===== src/rtl/instruction_fetch_unit.sv =====
// Fetch stage: owns the PC, fetches over a req/ack handshake and presents the word to decode.
// A one-entry skid buffer holds a word that arrives while decode is stalled.
module instruction_fetch_unit #(
    parameter int                   PC_WIDTH = 32,
    parameter logic [PC_WIDTH-1:0]  RESET_PC = '0
) (
    input  logic                Clk,
    input  logic                Rst,
    output logic                ImemReq,
    output logic [PC_WIDTH-1:0] ImemAddr,
    input  logic                ImemAck,
    input  logic [31:0]         ImemData,
    input  logic                Stall,
    input  logic                BranchTaken,
    input  logic [PC_WIDTH-1:0] BranchTarget,
    output logic                InstrValid,
    output logic [31:0]         Instruction,
    output logic [5:0]          OpCode,
    output logic [PC_WIDTH-1:0] PCPlus4
);

    typedef enum logic [1:0] {IDLE, FETCH, HOLD, DRAIN} state_t;

    localparam logic [5:0] OPCODE_NOP = 6'b111111;

    state_t                state_reg, state_next;
    logic [PC_WIDTH-1:0]   pc_reg, pc_next;
    logic [PC_WIDTH-1:0]   drain_addr_reg, drain_addr_next;
    logic                  valid_reg, valid_next;
    logic [31:0]           instr_reg, instr_next;
    logic [5:0]            opcode_reg, opcode_next;
    logic [PC_WIDTH-1:0]   pcp4_reg, pcp4_next;
    logic                  skid_valid_reg, skid_valid_next;
    logic [31:0]           skid_instr_reg, skid_instr_next;
    logic [PC_WIDTH-1:0]   skid_pcp4_reg, skid_pcp4_next;

    logic                  req;
    logic                  can_load;
    logic [PC_WIDTH-1:0]   fetch_addr;
    logic [PC_WIDTH-1:0]   pc_plus4;

    // DRAIN keeps presenting the abandoned address until memory completes it.
    assign req        = (state_reg == FETCH) || (state_reg == DRAIN);
    assign fetch_addr = (state_reg == DRAIN) ? drain_addr_reg : pc_reg;
    assign pc_plus4   = pc_reg + PC_WIDTH'(4);
    assign can_load   = !valid_reg || !Stall;

    always_comb begin
        state_next      = state_reg;
        pc_next         = pc_reg;
        drain_addr_next = drain_addr_reg;
        valid_next      = valid_reg;
        instr_next      = instr_reg;
        opcode_next     = opcode_reg;
        pcp4_next       = pcp4_reg;
        skid_valid_next = skid_valid_reg;
        skid_instr_next = skid_instr_reg;
        skid_pcp4_next  = skid_pcp4_reg;

        if (BranchTaken) begin
            pc_next         = BranchTarget & ~PC_WIDTH'(3);
            valid_next      = 1'b0;
            skid_valid_next = 1'b0;
            opcode_next     = OPCODE_NOP;
            if (req && !ImemAck) begin
                state_next      = DRAIN;
                drain_addr_next = fetch_addr;
            end else begin
                state_next = FETCH;
            end
        end else begin
            if (can_load) begin
                if (skid_valid_reg) begin
                    valid_next      = 1'b1;
                    instr_next      = skid_instr_reg;
                    opcode_next     = skid_instr_reg[31:26];
                    pcp4_next       = skid_pcp4_reg;
                    skid_valid_next = 1'b0;
                end else if (state_reg == FETCH && ImemAck) begin
                    valid_next  = 1'b1;
                    instr_next  = ImemData;
                    opcode_next = ImemData[31:26];
                    pcp4_next   = pc_plus4;
                end else begin
                    valid_next = 1'b0;
                end
            end

            case (state_reg)
                IDLE:  state_next = FETCH;
                FETCH: begin
                    if (ImemAck) begin
                        pc_next = pc_plus4;
                        if (!can_load) begin
                            skid_valid_next = 1'b1;
                            skid_instr_next = ImemData;
                            skid_pcp4_next  = pc_plus4;
                            state_next      = HOLD;
                        end
                    end
                end
                // Output is valid in HOLD, so the skid drains exactly when Stall drops.
                HOLD:  if (!Stall) state_next = FETCH;
                DRAIN: if (ImemAck) state_next = FETCH;
                default: state_next = IDLE;
            endcase
        end
    end

    always_ff @(posedge Clk) begin
        if (Rst) begin
            state_reg      <= IDLE;
            pc_reg         <= RESET_PC;
            drain_addr_reg <= '0;
            valid_reg      <= 1'b0;
            instr_reg      <= '0;
            opcode_reg     <= OPCODE_NOP;
            pcp4_reg       <= '0;
            skid_valid_reg <= 1'b0;
            skid_instr_reg <= '0;
            skid_pcp4_reg  <= '0;
        end else begin
            state_reg      <= state_next;
            pc_reg         <= pc_next;
            drain_addr_reg <= drain_addr_next;
            valid_reg      <= valid_next;
            instr_reg      <= instr_next;
            opcode_reg     <= opcode_next;
            pcp4_reg       <= pcp4_next;
            skid_valid_reg <= skid_valid_next;
            skid_instr_reg <= skid_instr_next;
            skid_pcp4_reg  <= skid_pcp4_next;
        end
    end

    assign ImemReq     = req;
    assign ImemAddr    = fetch_addr;
    assign InstrValid  = valid_reg;
    assign Instruction = instr_reg;
    assign OpCode      = opcode_reg;
    assign PCPlus4     = pcp4_reg;

endmodule

===== config.mk =====
export PLATFORM = sky130hd
export DESIGN_NAME = instruction_fetch_unit
export DESIGN_NICKNAME = d
export VERILOG_FILES = /design/src/rtl/instruction_fetch_unit.sv
export SDC_FILE = /design/constraint.sdc
export NUM_CORES = 1
export LEC_CHECK = 0
export BUFFER_PORTS_ARGS = -buffer_cell sky130_fd_sc_hd__buf_2
export CELL_PAD_IN_SITES_DETAIL_PLACEMENT = 0
export CELL_PAD_IN_SITES_GLOBAL_PLACEMENT = 1
export CORE_ASPECT_RATIO = 1.1
export CORE_MARGIN = 5
export CORE_UTILIZATION = 25
export CTS_CLUSTER_DIAMETER = 150
export CTS_CLUSTER_SIZE = 12
export DETAILED_ROUTE_END_ITERATION = 10
export PLACE_DENSITY = 0.5
export SETUP_SLACK_MARGIN = 0.3
export SYNTH_ARGS = -nofsm -noshare
export SYNTH_HDL_FRONTEND = slang
export SYNTH_SLANG_ARGS = --single-unit

===== constraint.sdc =====
create_clock -name Clk -period 2.7 [get_ports Clk]
set_input_delay 0.54 -clock Clk [delete_from_list [all_inputs] [get_ports Clk]]
set_output_delay 0.54 -clock Clk [all_outputs]
set_load 0.01 [all_outputs]

# Word-level counts from Yosys, hierarchy flattened
# Cells that the tools add are included.
# word_totals
ff_bits,202
latch_bits,0
ram_bits,0
mem_bits_ro,0
inputBits,69
output_inout_bits,104
word_cells,63
n_memories,0
# classes
add_sub_neg,1
mul,0
div,0
order_cmp,0
eq_ne,7
shift,0
mux,23
bitwise,2
n_reduce_logical,19
# ops
operator,n
$mux 32,8
$add 32x3->32 const B,1
$mux 2,6
$mux 6,2
$ne 3x3->1 const B,4
$pmux 2 s4,1
$reduce_and 2->1,4
$reduce_and 4->1,2
$mux 1,6
$reduce_bool 2->1,3
$eq 2x2->1 const B,2
$logic_not 1->1,3
$reduce_and 3->1,1
$eq 2x1->1 const B,1
$logic_and 1x1->1,2
$logic_not 2->1,1
$logic_or 1x1->1,2
$not 1->1,2
$reduce_or 2->1,1

# Logic depth before layout (Yosys ltp)
# logic_depth
depth_word,6
mapped_depth,8
depth_no_buf,6

# Least setup slack after synthesis
# OpenSTA, ideal clock, no wires.
# synth_path
kind,register to register
startpoint,register pc_reg[2]
endpoint,register pc_reg[30]
setup_time_ns,0.134
arrival_time_ns,1.932
required_time_ns,2.566
path_slack_ns,0.634
path_stages_with_launch,8
n_path_buf,1
period_less_slack_ns,2.066
path_cell_list,dfxtp_1 -> ha_1 -> nand4_1 -> or4_4 -> buf_6 -> nor3_1 -> xnor2_1 -> a21oi_1
# synth_via
elab_chain_len,4
# synth_rtl
item,line,rtl
start: declaration,27,"logic [PC_WIDTH-1:0] pc_reg, pc_next;"
start signal: assignment,124,pc_reg <= pc_next;
$add 32x3->32,45,assign pc_plus4 = pc_reg + PC_WIDTH'(4);
$mux 32,92,if (ImemAck) begin
$mux 32,89,case (state_reg)
$mux 32,60,if (BranchTaken) begin
# Every way passes these cells. The select of a mux whose other input is x is not followed.
# A chain may end at the register's enable or synchronous reset.

# Final worst setup path
# layout_path
startpoint,register state_reg[0]
endpoint,output port ImemAddr[30]
# layout_via
elab_chain_len,2
# layout_rtl
item,line,rtl
start: declaration,26,"state_t state_reg, state_next;"
start signal: assignment,123,state_reg <= state_next;
$eq 2x2->1,44,assign fetch_addr = (state_reg == DRAIN) ? drain_addr_reg : pc_reg;
$mux 32,44,
end: declaration,10,"output logic [PC_WIDTH-1:0] ImemAddr,"
# Every way passes these cells.

==> metrics.md <==
| Metric | Value |
|---|---|
| #FFs+latches synth | 196 |
| Share of post-route cells with drive strength above 1 | 24.6% |
| Post-synth ARST share | 0% |
| Worst r2r src | pc_reg[3]$_SDFFE_PP0P_ |
| WL/cell | 17.0 um |
| Setup Crit Path Kind | flip-flop to primary output |
| Via total after detailed routing | between 7,000 and 8,000 |
| Vias/cell | 4.57 |
| Final period utilization | 84.0% |
| GRT Residual Overflow | 0 |
| CP max stage delay | 0.40 ns |
| PortBufs | 168 |
| Status | complete, no violations |
| GRT Total Usage | 13.9% |
| Slew headroom | 52.7% |
| Post-Syn Area | 0.00886 mm2 |
| Max Fclk | between 0.4 and 0.5 GHz |
| Final slew viol count | 0 |
| Critical Path Source Type | flip-flop |
| Slowest-stage cell, CP | mux2_2 |
| Reg2Reg Depth | 6 |
| Most used DFF post-synth | dfxtp_1 |
| CP Capture Type | primary output |
| R2R setup slack | approximately 0.51 ns |
| P&R area growth vs syn | 22.2% |
| Yosys warns | 0 |
| Clock latency on the worst-skew pair | 0.44 ns |
| Worst-Margin Slew | around 0.71 ns |
| TritonCTS Buffers | 17 |
| CP cell instances | nand2_1 > buf_12 > mux2_2 > buf_2 |
| Sequential share of power | 47.6% |
| EDFF count, synth | 0 |
| Synthesized area per cell | 8.68 um2 |
| Distinct cells, synth | 54 |
| Worst vdd ir | 0.000420 V |
| GPL Wtd Cong | 0.723 |
| Initial DRC count | 341 |
| Htree depth | 4 |
| Antenna Cells | 0 |
| WP data required | 2.16 ns |
| Final setup violation count | 0 |
| Combinational Power Share | 9.6% |
| Antenna violations before repair | 1 |
| Setup Skew | 0.0122 ns |
| Leakage | ~4.0 nW |
| Initial Util | 25.2% |
| Clock sink total | 196 |
| Final Hold Fails | 0 |
| GR Layer Usage met2 | 20.9% |
| CTS Root Cell | clkbuf_16 |
| Hold Startpoint | ImemData[5] |
| Worst-path maximum fanout | 30 |
| Synth area leaders | dfxtp_1, mux2i_1, nor2_1 |
| Final nets | approximately 1,200 |
| Commonest non-fill, non-tap cell in the layout | dfxtp_1 |
| Maximum clock path buffer count | 2 |
| P_sw | 0.00160 W |
| I/O Pins | 173 |
| First-pass GRT wire length | 42.8 mm |
| Register area share after synthesis | 44.3% |
| Worst-path clk slew | 0.08 ns |
| Placed instance area | around 0.010 mm2 |
| Clock Power Share | a little over two fifths |
| Sw Ratio | 25.1% |
| Top cell type by total area after synthesis | dfxtp_1 |
| Post-CTS Setup Bufs | 0 |
| Die Area | ~0.039 mm2 |
| Drt first pass iters | 4 |
| Largest net degree at the start of global routing | 86 |
| P_int | 0.00479 W |
| Die H | 207 um |
| Die Span X | between 150 and 200 um |
| RSZ-0062 raised after global routing | no |
| Reg2reg end | pc_reg[24]$_SDFFE_PP0P_ |
| Post-synth top area share | between 40 and 50% |
| CTS tree | built |
| Most frequent cells in the layout | dfxtp_1, buf_2, nor2_1 |
| Cell Pwr Density | 590 mW/mm2 |
| HP Class | input port to flip-flop |
| Cells after Synth | 1,021 |
| Final wirelength | 27.2 mm |
| TNS Setup | 0 ns |
| Dpl hpwl | 18.5 mm |
| Antenna-violating nets left | 0 |
| Tmin final | 2.27 ns |
| Crit path DAT | ~1.7 ns |
| M3 GR Usage | 3.14% |
| Total of max-cap violations | 0 |
| Vias in the first global route | ~7,100 |
| Fin area | between 0.01 and 0.015 mm2 |
| Worst hold stages | 3 |
| Hold Crit Endpoint | skid_instr_reg[5]$_SDFFE_PP0P_ |
| Top Usage Layer GRT | met2 |
| # rows | 72 |
| GR Layer Usage met1 | 20.0% |
| Placeable Area | about 0.035 mm2 |
| DRC | 0 |
-- logic make-up (layout without fill, tap and decap cells) --
family / count (synthesis) / count (layout) / share of synthesized area (%)
and+or+nand+nor: 372 / 372 / 19.2
AOI/OAI and AO/OA: 197 / 197 / 14.7
DFF: 196 / 196 / 44.3
buffers and inverters: 103 / 239 / 4.93
muxes: 98 / 98 / 11.5
xor gates and xnor gates: 53 / 53 / 5.24
adders and majority gates: 1 / 1 / 0.141
other: 1 / 2 / 0.0423
-- worst max-delay path by stage --
stage / start / to / slack, ns / cells past startpoint
after floorplan: pc_reg[2]$_SDFFE_PP0P_ / pc_reg[30]$_SDFFE_PP0P_ / 0.63 / 7
after global placement: ImemAck / pc_reg[21]$_SDFFE_PP0P_ / 0.39 / 6
after detailed placement: pc_reg[9]$_SDFFE_PP0P_ / pc_reg[21]$_SDFFE_PP0P_ / 0.39 / 5
after CTS: pc_reg[9]$_SDFFE_PP0P_ / pc_reg[21]$_SDFFE_PP0P_ / 0.35 / 5
after global routing: pc_reg[3]$_SDFFE_PP0P_ / PCPlus4[18]$_SDFFE_PP0P_ / 0.32 / 8
final: state_reg[0]$_SDFFE_PP0P_ / ImemAddr[30] / 0.43 / 4
-- metal layers --
metal / part of all wire [%] / vias to the layer above
li1: - / 3797
met1: 51 / 3363
met2: 44 / 136
met3: 4.0 / 21
met4: 1.1 / 2
met5: 0.048 / -
-- worst max-delay path: cells and delay by family (launching register included) --
kind | cells | cell delay, ns
multiplexers | 1 | 0.40
flip-flops | 1 | 0.38
AND/OR/NAND/NOR | 1 | 0.13
buffers and inverters | 2 | 0.37
-- layout make-up --
cell class,count,area (um2)
Inverter,9,33.8
Multi-Input combinational cell,723,4550
Fill cell,3758,24300
Tap cell,444,556
Timing Repair Buffer,198,1150
Clock inverter,7,119
Sequential cell,196,3930
Clock buffer,25,497
-- through the flow --
stage               hold WS (ns)  power (W)  util (%)  worst slack, ns  std cells
floorplan                  0.422    0.00346         -            0.634       1022
global placement           0.439    0.00373      29.0            0.393       1570
detailed placement         0.439    0.00373      29.0            0.389       1570
CTS                        0.305    0.00652      30.8            0.346       1602
global route               0.326    0.00669      30.8            0.321       1602
finish                     0.339    0.00639      30.8            0.431       1602
-- what timing repair did --
action | CTS | global route
gates resized for setup | 4 | 8
hold buffers | 0 | 0
endpoints found under the setup margin | 30 | 11
-- power groups by stage --
stage / Combinational [W] / Sequential, W / Clock [W]
floorplan: 0.000359 / 0.00310 / 0
global placement: 0.000620 / 0.00311 / 0
detailed placement: 0.000620 / 0.00311 / 0
CTS: 0.000623 / 0.00304 / 0.00286
global route: 0.000682 / 0.00306 / 0.00295
finish: 0.000610 / 0.00304 / 0.00274
-- cell usage after synthesis, drive strengths merged (13+ instances only) --
cell    number
dfxtp      196
nor2       150
nand2      127
a211oi      75
a21oi       67
mux2i       67
clkbuf      64
xnor2       42
mux2        31
buf         30
nor3        17
nor4        17
nand3       15
nand4       14
o21ai       13
Power figures use the tool's default switching activity.
